## src/rtl/card_deal_bank.sv

```systemverilog
// ---------------------------------------------------------------------------
// card_deal_bank
//
// Upstream feeder for the 7-segment card decoders. A free-running 1..CARD_MAX
// counter supplies pseudo-random card codes. Deal requests arrive on a
// valid/ready handshake, and each accepted card is stored in the next free
// slot of the player or dealer hand. A registered baccarat score is kept for
// each hand.
//
// Ports:
//   clk                  system clock, all state on the rising edge
//   reset                synchronous, active-high reset (overrides everything)
//   clear                synchronous hand clear for a new round
//   deal_valid           deal request
//   deal_to              target hand: 0 = player, 1 = dealer
//   deal_ready           request is accepted this cycle (combinational)
//   pcard1..pcard3       player slot codes (0 = blank, 1..13 = A..K)
//   dcard1..dcard3       dealer slot codes
//   pscore, dscore       baccarat score 0..9 of each hand
//   pcount, dcount       cards held 0..3
//   last_card            code of the most recently accepted card
//   force_card           (CARD_FORCE_EN only) overrides the counter when 1..13
//
// Optional build macro: CARD_FORCE_EN adds the force_card input so that benches
// can deal chosen cards. It is left undefined in board builds.
// ---------------------------------------------------------------------------
module card_deal_bank #(
  parameter int SLOTS    = 3,
  parameter int CARD_MAX = 13
) (
  input  logic       clk,
  input  logic       reset,
  input  logic       clear,
  input  logic       deal_valid,
  input  logic       deal_to,
  output logic       deal_ready,
  output logic [3:0] pcard1,
  output logic [3:0] pcard2,
  output logic [3:0] pcard3,
  output logic [3:0] dcard1,
  output logic [3:0] dcard2,
  output logic [3:0] dcard3,
  output logic [3:0] pscore,
  output logic [3:0] dscore,
  output logic [1:0] pcount,
  output logic [1:0] dcount,
  output logic [3:0] last_card
`ifdef CARD_FORCE_EN
  ,
  input  logic [3:0] force_card
`endif
);

  localparam logic [3:0] CMAX = 4'(CARD_MAX);
  localparam logic [1:0] FULL = 2'(SLOTS);

  logic [3:0] ctr;
  logic [3:0] pslot [SLOTS];
  logic [3:0] dslot [SLOTS];
  logic [3:0] new_card;
  logic       accept;
  logic       accept_p;
  logic       accept_d;

  // Baccarat value of one card: face value for 1..9, zero for 10..K and blank.
  function automatic logic [4:0] card_val(input logic [3:0] c);
    return (c <= 4'd9) ? {1'b0, c} : 5'd0;
  endfunction

  // Sum of up to three cards is at most 27, so two conditional subtractions
  // are enough to reduce it modulo 10.
  function automatic logic [3:0] hand_score(input logic [3:0] s [SLOTS]);
    logic [4:0] sum;
    sum = 5'd0;
    for (int i = 0; i < SLOTS; i++) sum = sum + card_val(s[i]);
    if (sum >= 5'd20)      sum = sum - 5'd20;
    else if (sum >= 5'd10) sum = sum - 5'd10;
    return sum[3:0];
  endfunction

  // Ready never looks at deal_valid, so the handshake has no combinational
  // loop through the requester.
  assign deal_ready = !clear && (deal_to ? (dcount != FULL) : (pcount != FULL));
  assign accept     = deal_valid && deal_ready;
  assign accept_p   = accept && !deal_to;
  assign accept_d   = accept &&  deal_to;

  // NOTE: every signal assigned in always_comb gets a default first, so no
  // path leaves it unassigned and no latch is inferred.
  always_comb begin
    new_card = ctr;
`ifdef CARD_FORCE_EN
    if (force_card >= 4'd1 && force_card <= CMAX) new_card = force_card;
`endif
  end

  // Free-running card source, unaffected by clear or deals.
  // NOTE: sequential state uses non-blocking assignments so every register
  // samples the pre-edge values regardless of statement order.
  always_ff @(posedge clk) begin
    if (reset)             ctr <= 4'd1;
    else if (ctr >= CMAX)  ctr <= 4'd1;
    else                   ctr <= ctr + 4'd1;
  end

  // Hand slots and counts. The slot array drives the decoders directly, so it
  // is reset like ordinary registers rather than treated as storage memory.
  always_ff @(posedge clk) begin
    if (reset || clear) begin
      pcount <= 2'd0;
      dcount <= 2'd0;
      for (int i = 0; i < SLOTS; i++) begin
        pslot[i] <= 4'd0;
        dslot[i] <= 4'd0;
      end
    end else begin
      if (accept_p) pcount <= pcount + 2'd1;
      if (accept_d) dcount <= dcount + 2'd1;
      for (int i = 0; i < SLOTS; i++) begin
        if (accept_p && pcount == 2'(i)) pslot[i] <= new_card;
        if (accept_d && dcount == 2'(i)) dslot[i] <= new_card;
      end
    end
  end

  // last_card survives clear; only reset blanks it.
  always_ff @(posedge clk) begin
    if (reset)       last_card <= 4'd0;
    else if (accept) last_card <= new_card;
  end

  // Scores follow the slot registers one cycle later; clear zeroes them at
  // the same edge as the slots.
  always_ff @(posedge clk) begin
    if (reset || clear) begin
      pscore <= 4'd0;
      dscore <= 4'd0;
    end else begin
      pscore <= hand_score(pslot);
      dscore <= hand_score(dslot);
    end
  end

  assign pcard1 = pslot[0];
  assign pcard2 = pslot[1];
  assign pcard3 = pslot[2];
  assign dcard1 = dslot[0];
  assign dcard2 = dslot[1];
  assign dcard3 = dslot[2];

endmodule

```

## config.mk

```make
export PLATFORM = sky130hd
export DESIGN_NAME = card_deal_bank
export DESIGN_NICKNAME = d
export VERILOG_FILES = /design/src/rtl/card_deal_bank.sv
export SDC_FILE = /design/constraint.sdc
export NUM_CORES = 1
export LEC_CHECK = 0
export ABC_CLOCK_PERIOD_IN_PS = 2860
export BUFFER_PORTS_ARGS = -buffer_cell sky130_fd_sc_hd__buf_4
export CAP_MARGIN = 20
export CORE_MARGIN = 4
export CORE_UTILIZATION = 50
export DETAILED_ROUTE_END_ITERATION = 12
export PLACE_DENSITY = 0.71
export RECOVER_POWER = 100
export SYNTH_ARGS = -nofsm -noshare
export SYNTH_HDL_FRONTEND = slang
export SYNTH_SLANG_ARGS = --single-unit
export TNS_END_PERCENT = 50
```

## constraint.sdc

```tcl
create_clock -name clk -period 2.86 [get_ports clk]
set_input_delay 0.572 -clock clk [delete_from_list [all_inputs] [get_ports clk]]
set_output_delay 0.572 -clock clk [all_outputs]
set_load 0.01 [all_outputs]
```

==> results.sh, run 1 <==
export IMPL_end_kind="flip-flop"
export IMPL_gr_total_overflow=0
export IMPL_io_pins=46
export IMPL_cp_common_cell="fa_2"
export IMPL_synthXorXnorAreaFrac=0.02938
export IMPL_maxCapViolations=0
export IMPL_vias=2307
export IMPL_reg2reg_slack_ns=-0.007
export IMPL_grt_start_max_net_pins=36
export IMPL_die_w_um=80.67
export IMPL_grt_pass1_wl_um=10120
export IMPL_yosysTopAreaCell="dfxtp_1"
export IMPL_path_buf_inv=1
export IMPL_drc_errors=0
export IMPL_regArea_sq_um=922.1
export IMPL_drive_above_1_share=0.3456
export IMPL_die_area_sq_mm=0.006507
export IMPL_synth_fa_ha_area_frac=0.1754
export IMPL_cts_tree="yes"
export IMPL_hold_viol_final=0
export IMPL_maxSlewHeadroom=0.4768
export IMPL_async_reset_ff_frac=0
export IMPL_hold_slack_ns=0.4806
export IMPL_final_core_util=0.6926
export IMPL_worst_setup_path_start_kind="flip-flop"
export IMPL_final_max_slew_viol_count=0
export IMPL_slowest_delay_ns=0.60
export IMPL_synth_area_sq_mm=0.002640
export IMPL_hpwl_um=4650
export IMPL_p_per_area_mw_per_mm2=350.6
export IMPL_crit_required_ns=3.04
export IMPL_placed_cells=431
export IMPL_synth_top_family_by_area="simple AND/OR/NAND/NOR gates"
export IMPL_setup_viol=1
export IMPL_synth_top_area_frac=0.3336
export IMPL_synth_most_common_cell="dfxtp_1"
export IMPL_synth_net_count=338
export IMPL_fp_coreArea_sq_mm=0.005107
export IMPL_fill_cells=430
export IMPL_path_clk_slew_ns=0.08
export IMPL_ys_top_cells_by_count="dfxtp_1, nand2_1, a21oi_1"
export IMPL_fin_cells=449
export IMPL_synth_cells=302
export IMPL_synthMuxAreaShare=0.03460
export IMPL_yosysSeqAreaShare=0.3336
export IMPL_antennaDiodeCount=0
export IMPL_reg2reg_to="pscore[1]$_SDFF_PP0_"
export IMPL_worstSetupPathType="flip-flop to flip-flop"
export IMPL_rsz0062_at_grt="yes"
export IMPL_synthSimpleGateAreaFrac=0.2469
export IMPL_synth_compound_area_frac=0.1284
export IMPL_status="finished, violations left"
export IMPL_crit_family="adder cells"
export IMPL_nets=415
export IMPL_gp_congestion=0.8151
export IMPL_arrival_ns=3.05
export IMPL_synthFlopType="dfxtp_1"
export IMPL_postSynthAreaPerCell_sq_um=8.742
export IMPL_synth_cell_type_count=44
export IMPL_multi_input_comb_area_sq_mm=0.001780
export IMPL_antenna_found_initial=0
export IMPL_crit_end="pscore[1]$_SDFF_PP0_"
export IMPL_fin_skew_ns=0.005989
export IMPL_drtIter0Drc=85
export IMPL_cp_depth=11
export IMPL_dieHeight_um=80.67
export IMPL_ctsHtreeMaxLevel=2
export IMPL_post_route_period_util=1.002
export IMPL_cts_root_buf="clkbuf_8"
export IMPL_crit_slowest_cell="fa_2"
export IMPL_cp_startpoint="pcard1[3]$_SDFFE_PP0P_"
export IMPL_track_usage=0.1967
export IMPL_ys_ff_latch=44
export IMPL_synthTopCellsByArea="dfxtp_1, ha_1, fa_1"
export IMPL_ys_warn_count=0
export IMPL_routed_wl_um=6281
export IMPL_viasPerCell=5.138
export IMPL_max_freq_mhz=348.8
export IMPL_cp_cell_sequence="o21ai_0 -> and2_1 -> fa_2 -> ha_2 -> fa_2 -> inv_1 -> ha_1 -> nand2b_1 -> a21oi_1 -> mux2i_1 -> mux2_2"
export IMPL_clock_sinks=44
export IMPL_hold_path_class="flip-flop to flip-flop"
export IMPL_start_util=0.5169
export IMPL_violations="negative setup slack"
export IMPL_detail_route_first_pass_iterations=4
export IMPL_clock_latency_ns=0.29
export IMPL_clock_path_buffers=2
export IMPL_period_needed_ns=2.867
export IMPL_synth_edff_count=0
export IMPL_vdd_drop_max_v=0.0003585
export IMPL_routedWlPerCell_um=13.99
export IMPL_synthToLayoutAreaGrowth_pct=33.98
export IMPL_reg2reg_depth=11
export IMPL_worst_pin_slew_ns=0.7847
export IMPL_crit_fanout=4
export IMPL_min_path_cells=2
export IMPL_p_leak_nw=1.464
export IMPL_fin_ws_ns=-0.006928
export IMPL_r2r_start="pcard1[3]$_SDFFE_PP0P_"
export IMPL_cts_made_buffers=5
export IMPL_rows=26
export IMPL_grt_pass1_vias=2269
export IMPL_io_buffers=45
export IMPL_ant_nets=0
## final cells by class
type                    count  area share
clock buffers               6     0.02653
clock inverters             1    0.008490
inverters                  20     0.02122
multi-input cells         227      0.5034
flip-flops and latches     44      0.2607
well taps                  70     0.02476
repair buffers             81      0.1549
## state kept, by name, indices dropped and copies added (netlist names)
register	flops
dcard1	4
dcount	2
pcard3	4
ctr	4
pcard2	4
last_card	4
pscore	4
pcount	2
dscore	4
dcard3	4
pcard1	4
dcard2	4
## report_power, final
group / switching [mW] / total [mW] / leakage (nW) / internal [mW]
sequential: 0.0235 / 0.638 / 0.366 / 0.614
combinational: 0.0503 / 0.0892 / 1.04 / 0.0388
clock: 0.205 / 0.513 / 0.0624 / 0.309
total: 0.279 / 1.24 / 1.46 / 0.962
## worst min-delay path, stage by stage, from the launching register on
cell and delay, ns:
dfxtp_1 0.33, nand2_1 0.06, a21oi_1 0.05
## cells by family after synthesis
| group | after synthesis |
|---|---|
| flip-flops | 44 |
| multiplexers | 9 |
| AND/OR/NAND/NOR | 126 |
| buffers and inverters | 31 |
| AO/OA/AOI/OAI | 53 |
| XOR/XNOR | 8 |
| adder cells (fa/ha/maj) | 31 |
## stage by stage
| step | cell area [sq um] | worst slack [ns] | total power, mW | setup TNS (ns) |
|---|---|---|---|---|
| after detailed placement | 3243 | -0.08471 | 0.7480 | -0.2868 |
| after global routing | 3537 | -0.1371 | 1.289 | -0.5509 |
| after floorplan | 2691 | -0.002579 | 0.7156 | -0.002579 |
| final | 3537 | -0.006928 | 1.240 | -0.006928 |
| after global placement | 3243 | -0.01071 | 0.7448 | -0.01608 |
| after CTS | 3422 | 0.003326 | 1.256 | 0 |
## layout by cell type (no fill, tap or decap), types with 9 or more instances in the layout
cell type / count
a21oi_1: 29
buf_4: 65
clkbuf_1: 16
dfxtp_1: 29
dfxtp_4: 9
ha_1: 15
inv_1: 17
nand2_1: 32
nand3_1: 26
nor2_1: 19
## metal layers
layer / wire length [um] / global-route usage / vias up / part of all wire
met5: 0 / 0 / - / 0
met4: 62 / 0.05236 / 0 / 0.0099
met3: 257 / 0.03251 / 7 / 0.041
met2: 3207 / 0.3551 / 48 / 0.51
met1: 2753 / 0.2399 / 1081 / 0.44
li1: - / - / 1171 / -
## what timing repair did
action	in CTS	in global routing
gates cloned	0	0
resized for setup	12	31
endpoints found under the setup margin	6	6
hold buffers	0	0
pin swaps	5	18
setup buffers	2	9
## worst min path at each step
stage / from / to / slack [ns]
after floorplan: dcard1[1]$_SDFFE_PP0P_ / dcard1[1]$_SDFFE_PP0P_ / 0.48
final: pcard3[0]$_SDFFE_PP0P_ / pcard3[0]$_SDFFE_PP0P_ / 0.48
after CTS: pcard1[1]$_SDFFE_PP0P_ / pcard1[1]$_SDFFE_PP0P_ / 0.48
after global placement: pcard1[1]$_SDFFE_PP0P_ / pcard1[1]$_SDFFE_PP0P_ / 0.46
after global routing: reset / last_card[0]$_SDFFE_PP0P_ / 0.50
after detailed placement: pcard1[1]$_SDFFE_PP0P_ / pcard1[1]$_SDFFE_PP0P_ / 0.47
(Power assumes the default switching activity.)
==> run 2: changes to the inputs <==
--- a/config.mk
+++ b/config.mk
@@ -13,6 +13,7 @@
 export DETAILED_ROUTE_END_ITERATION = 12
 export PLACE_DENSITY = 0.71
 export RECOVER_POWER = 100
+export SKIP_CTS_REPAIR_TIMING = 1
 export SYNTH_ARGS = -nofsm -noshare
 export SYNTH_HDL_FRONTEND = slang
 export SYNTH_SLANG_ARGS = --single-unit
==> results.sh, run 2 (same netlist as run 1, synthesis figures left out) <==
export IMPL_mostFrequentLayoutCells="buf_4, nand2_1, a21oi_1, dfxtp_1, nand3_1"
export IMPL_r2r_start="pcard2[1]$_SDFFE_PP0P_"
export IMPL_arrival_ns=3.06
export IMPL_routed_wl_um=6532
export IMPL_gp_congestion=0.8151
export IMPL_clock_latency_ns=0.29
export IMPL_viasPerCell=5.175
export IMPL_worst_pin_slew_ns=0.7893
export IMPL_nets=417
export IMPL_max_freq_mhz=349.5
export IMPL_grt_pass1_wl_um=10030
export IMPL_end_kind="flip-flop"
export IMPL_clock_path_buffers=2
export IMPL_crit_fanout=5
export IMPL_p_switching_mw=0.2805
export IMPL_ant_nets=0
export IMPL_antennaDiodeCount=0
export IMPL_hold_path_class="flip-flop to flip-flop"
export IMPL_antenna_found_initial=0
export IMPL_dieHeight_um=80.67
export IMPL_cts_made_buffers=5
export IMPL_fp_coreArea_sq_mm=0.005107
export IMPL_setup_viol=1
export IMPL_routedWlPerCell_um=14.48
export IMPL_clock_sinks=44
export IMPL_drc_errors=0
export IMPL_io_pins=46
export IMPL_detail_route_first_pass_iterations=4
export IMPL_vdd_drop_max_v=0.0003616
export IMPL_final_max_slew_viol_count=0
export IMPL_fin_ws_ns=-0.001423
export IMPL_p_per_area_mw_per_mm2=333.5
export IMPL_period_needed_ns=2.861
export IMPL_maxSlewHeadroom=0.4738
export IMPL_pwr_share_seq=0.511
export IMPL_hp_start="pcard1[1]$_SDFFE_PP0P_"
export IMPL_die_area_sq_mm=0.006507
export IMPL_hpwl_um=4650
export IMPL_io_buffers=45
export IMPL_worstSetupPathType="flip-flop to flip-flop"
export IMPL_fill_cells=398
export IMPL_pre_cts_ws_ns=-0.08471
export IMPL_p_leak_nw=1.514
export IMPL_power_frac_clock=0.413
export IMPL_grt_start_max_net_pins=36
export IMPL_gr_total_overflow=0
export IMPL_path_clk_slew_ns=0.08
export IMPL_die_w_um=80.67
export IMPL_cp_startpoint="pcard2[1]$_SDFFE_PP0P_"
export IMPL_start_util=0.5169
export IMPL_synthToLayoutAreaGrowth_pct=41.04
export IMPL_violations="negative setup slack"
export IMPL_maxCapViolations=0
export IMPL_p_int_mw=0.9613
export IMPL_multi_input_comb_area_sq_mm=0.001922
export IMPL_hold_slack_ns=0.4771
export IMPL_drtIter0Drc=71
export IMPL_cts_tree="yes"
export IMPL_cts_root_buf="clkbuf_8"
export IMPL_post_route_period_util=1.000
export IMPL_track_usage=0.1948
export IMPL_regArea_sq_um=930.9
export IMPL_comb_power_share=0.075
export IMPL_ctsHtreeMaxLevel=2
export IMPL_final_common_cell="buf_4"
export IMPL_status="finished, violations left"
export IMPL_worst_setup_path_start_kind="flip-flop"
export IMPL_hold_viol_final=0
export IMPL_crit_required_ns=3.06
export IMPL_rsz0062_at_grt="yes"
export IMPL_fin_skew_ns=0.007703
export IMPL_vias=2334
export IMPL_rows=26
export IMPL_grt_pass1_vias=2225
export IMPL_drive_above_1_share=0.4121
export IMPL_p_sw_frac=0.2259
## run 2: final cells by class
cell class / instances / area share
clock buffer: 6 / 0.02520
clock inverter: 1 / 0.008065
inverter: 20 / 0.02083
multi-input combinational: 227 / 0.5161
sequential: 44 / 0.2500
tap: 70 / 0.02352
timing repair buffer: 83 / 0.1563
## run 2: final timing paths
| kind | end | depth (start not counted) | slack [ns] |
|---|---|---|---|
| setup / recovery | pscore[2]$_SDFF_PP0_ | 11 | -0.001 |
| hold / removal | pcard1[1]$_SDFFE_PP0P_ | 2 | 0.48 |
| setup reg to reg | pscore[2]$_SDFF_PP0_ | 11 | -0.001 |
| hold reg to reg | pcard1[1]$_SDFFE_PP0P_ | 2 | 0.48 |
## run 2: power by group through the flow
stage                     Sequential (mW)  Combinational [mW]  Clock, mW
after global placement              0.660              0.0851          0
after detailed placement            0.660              0.0883          0
after global routing                0.637               0.104      0.549
after CTS                           0.645              0.0886      0.525
after floorplan                     0.644              0.0718          0
final                               0.635              0.0936      0.513
## run 2: routing by layer
layer / up-vias / track usage / share of wire
met5: - / 0 / 0
met4: 0 / 0.06081 / 0.0096
met3: 8 / 0.03363 / 0.035
met2: 43 / 0.3427 / 0.52
met1: 1106 / 0.2405 / 0.44
li1: 1177 / - / -
## run 2: worst max-delay path, cell delays in order (launching register included)
cell	delay (ns)
dfxtp_4	0.37
nor2b_4	0.13
fa_1	0.52
ha_4	0.19
fa_2	0.39
xor2_2	0.16
inv_1	0.14
ha_4	0.16
a211oi_4	0.06
buf_4	0.15
o21ba_4	0.18
o41ai_2	0.31
## run 2: metrics by stage
step | cells | TNS [ns] | util | total power [mW] | instance area, sq um
after floorplan | 302 | -0.002579 | - | 0.7156 | 2691
after global placement | 431 | -0.01608 | 0.6350 | 0.7448 | 3243
after detailed placement | 431 | -0.2868 | 0.6350 | 0.7480 | 3243
after CTS | 438 | -0.3817 | 0.6592 | 1.259 | 3367
after global routing | 451 | -0.2333 | 0.7291 | 1.290 | 3724
final | 451 | -0.001423 | 0.7291 | 1.242 | 3724
==> run 3: changes to the inputs <==
--- a/config.mk
+++ b/config.mk
@@ -5,6 +5,7 @@
 export SDC_FILE = /design/constraint.sdc
 export NUM_CORES = 1
 export LEC_CHECK = 0
+export ABC_AREA = 1
 export ABC_CLOCK_PERIOD_IN_PS = 2860
 export BUFFER_PORTS_ARGS = -buffer_cell sky130_fd_sc_hd__buf_4
 export CAP_MARGIN = 20
@@ -14,6 +15,7 @@
 export PLACE_DENSITY = 0.71
 export RECOVER_POWER = 100
 export SKIP_CTS_REPAIR_TIMING = 1
+export SKIP_LAST_GASP = 1
 export SYNTH_ARGS = -nofsm -noshare
 export SYNTH_HDL_FRONTEND = slang
 export SYNTH_SLANG_ARGS = --single-unit
==> results.sh, run 3 <==
export IMPL_fin_cells=535
export IMPL_detail_route_first_pass_iterations=4
export IMPL_post_route_period_util=0.9711
export IMPL_antennaDiodeCount=0
export IMPL_start_util=0.5192
export IMPL_cts_made_buffers=5
export IMPL_path_clk_slew_ns=0.08
export IMPL_power_mw=1.173
export IMPL_nets=500
export IMPL_gr_total_overflow=0
export IMPL_reg2reg_depth=16
export IMPL_io_pins=46
export IMPL_synthFlopType="dfxtp_1"
export IMPL_rows=26
export IMPL_synth_most_common_cell="nand2_1"
export IMPL_crit_fanout=3
export IMPL_r2r_start="pcard2[2]$_SDFFE_PP0P_"
export IMPL_fill_cells=488
export IMPL_synthToLayoutAreaGrowth_pct=30.75
export IMPL_synth_edff_count=0
export IMPL_final_max_slew_viol_count=0
export IMPL_period_needed_ns=2.777
export IMPL_final_common_cell="nand2_1"
export IMPL_ys_warn_count=0
export IMPL_ys_top_cells_by_count="nand2_1, nor2_1, inv_1"
export IMPL_regArea_sq_um=895.9
export IMPL_synth_cell_type_count=19
export IMPL_gp_congestion=0.7990
export IMPL_p_leak_nw=1.753
export IMPL_viasPerCell=4.751
export IMPL_drive_above_1_share=0.2688
export IMPL_design_area_sq_mm=0.003490
export IMPL_cp_common_cell="inv_2"
export IMPL_status="completed"
export IMPL_synth_cells=391
export IMPL_postSynthAreaPerCell_sq_um=6.826
export IMPL_io_buffers=45
export IMPL_routed_wl_um=6149
export IMPL_crit_slowest_cell="fa_2"
export IMPL_p_per_area_mw_per_mm2=336.2
export IMPL_cts_tree="yes"
export IMPL_fin_skew_ns=0.008151
export IMPL_reg2reg_to="pscore[2]$_SDFF_PP0_"
export IMPL_hp_start="last_card[2]$_SDFFE_PP0P_"
export IMPL_synth_top_area_frac=0.3301
export IMPL_synthTopCellsByArea="dfxtp_1, nand2_1, nor2_1"
export IMPL_mostFrequentLayoutCells="nand2_1, nor2_1, buf_4"
export IMPL_grt_start_max_net_pins=20
export IMPL_synth_net_count=427
export IMPL_yosysTopAreaCell="dfxtp_1"
export IMPL_placed_cells=520
export IMPL_die_area_sq_mm=0.006571
export IMPL_multi_input_comb_area_sq_mm=0.001652
export IMPL_hpwl_um=4500
export IMPL_synth_area_sq_mm=0.002669
export IMPL_hold_path_class="flip-flop to flip-flop"
export IMPL_fp_coreArea_sq_mm=0.005140
export IMPL_hold_viol_final=0
export IMPL_slowest_delay_ns=0.55
export IMPL_ys_ff_latch=44
export IMPL_worst_pin_slew_ns=0.7952
export IMPL_antenna_found_initial=0
export IMPL_min_path_cells=2
export IMPL_grt_pass1_wl_um=9963
export IMPL_reg2reg_slack_ns=0.08
export IMPL_drc_errors=0
export IMPL_cts_root_buf="clkbuf_8"
export IMPL_crit_required_ns=3.05
export IMPL_holdPathEnd="last_card[2]$_SDFFE_PP0P_"
export IMPL_grt_pass1_vias=2294
export IMPL_async_reset_ff_frac=0
export IMPL_worstSetupPathType="flip-flop to flip-flop"
export IMPL_clock_path_buffers=2
export IMPL_ctsHtreeMaxLevel=2
export IMPL_max_freq_mhz=360.1
export IMPL_setup_viol=0
export IMPL_drtIter0Drc=82
export IMPL_rsz0062_at_grt="yes"
export IMPL_ant_nets=0
export IMPL_placedInstanceArea_sq_mm=0.003221
export IMPL_die_w_um=81.06
export IMPL_maxSlewHeadroom=0.4693
export IMPL_dieHeight_um=81.06
export IMPL_vias=2542
export IMPL_cp_cell_sequence="o21ai_2 -> inv_2 -> nor2_2 -> fa_1 -> ha_2 -> fa_2 -> inv_2 -> ha_4 -> inv_2 -> nor2_2 -> o21ai_2 -> nand3_2 -> nand2_2 -> nand3_2 -> nand2_1 -> inv_1"
export IMPL_routedWlPerCell_um=11.49
export IMPL_track_usage=0.1887
export IMPL_setup_tns_ns=0
export IMPL_clock_latency_ns=0.29
export IMPL_maxCapViolations=0
export IMPL_end_kind="flip-flop"
export IMPL_worst_setup_path_start_kind="flip-flop"
export IMPL_arrival_ns=2.97
export IMPL_clock_sinks=44
export IMPL_vdd_drop_max_v=0.0002623
export IMPL_yosysSeqAreaShare=0.3301
## run 3: cell count changes after synthesis, moves of 4 or more
cell	previous run	this run
nor2_1	19	73
nand2b_1	10	0
mux2i_1	8	0
a21oi_1	29	18
and2_1	9	1
nor3b_1	7	1
nor2b_1	11	0
inv_1	19	69
nand2_1	32	97
buf_2	4	0
nor2_4	0	4
## run 3: worst max-delay path by stage
stage,startpoint,to
final,pcard2[2]$_SDFFE_PP0P_,pscore[2]$_SDFF_PP0_
after global routing,dcard1[3]$_SDFFE_PP0P_,dscore[1]$_SDFF_PP0_
after CTS,pcard2[1]$_SDFFE_PP0P_,pscore[2]$_SDFF_PP0_
after detailed placement,pcard2[1]$_SDFFE_PP0P_,pscore[2]$_SDFF_PP0_
after global placement,pcard2[1]$_SDFFE_PP0P_,pscore[2]$_SDFF_PP0_
after floorplan,pcard2[1]$_SDFFE_PP0P_,pscore[1]$_SDFF_PP0_
## run 3: cell type report
cell class / count / share of cell area
multi-input combinational: 272 / 0.4733
sequential: 44 / 0.2567
timing repair buffer: 71 / 0.1431
inverter: 70 / 0.07601
clock buffer: 8 / 0.02582
tap: 70 / 0.02510
## run 3: cells by family after synthesis
| kind of cell | share of synthesized area |
|---|---|
| simple gates | 0.3300 |
| fa+ha+maj | 0.1735 |
| compound gates | 0.05438 |
| xor+xnor | 0.006565 |
| flops | 0.3300 |
| buf+inv | 0.1055 |
## run 3: layer usage
layer / vias to the layer above / global-route usage / routed length, um
met3: 4 / 0.03659 / 265
li1: 1325 / - / -
met1: 1164 / 0.2405 / 2810
met4: 0 / 0.03716 / 29
met2: 49 / 0.3317 / 3044
met5: - / 0 / 0
## run 3: report_power, final
| group | switching (mW) | internal (mW) |
|---|---|---|
| Clock | 0.200 | 0.197 |
| Sequential | 0.0201 | 0.625 |
| Combinational | 0.0779 | 0.0533 |
## run 3: critical path: cells and delay by family, from the launching register on
kind / cells / cell delay [ns]
DFF: 1 / 0.33
buffers and inverters: 4 / 0.18
adders and majority gates: 4 / 1.32
and+or+nand+nor: 6 / 0.48
AOI/OAI and AO/OA: 2 / 0.33
## run 3: per-stage QoR
step | hold slack [ns] | setup WS, ns | util
4_1_cts | 0.4677 | -0.1771 | 0.6441
6_report | 0.4658 | 0.08264 | 0.6789
5_1_grt | 0.4797 | -0.04431 | 0.6789
3_3_place_gp | 0.4492 | -0.008724 | 0.6266
2_1_floorplan | 0.4580 | -0.02710 | -
3_5_place_dp | 0.4542 | -0.1628 | 0.6266
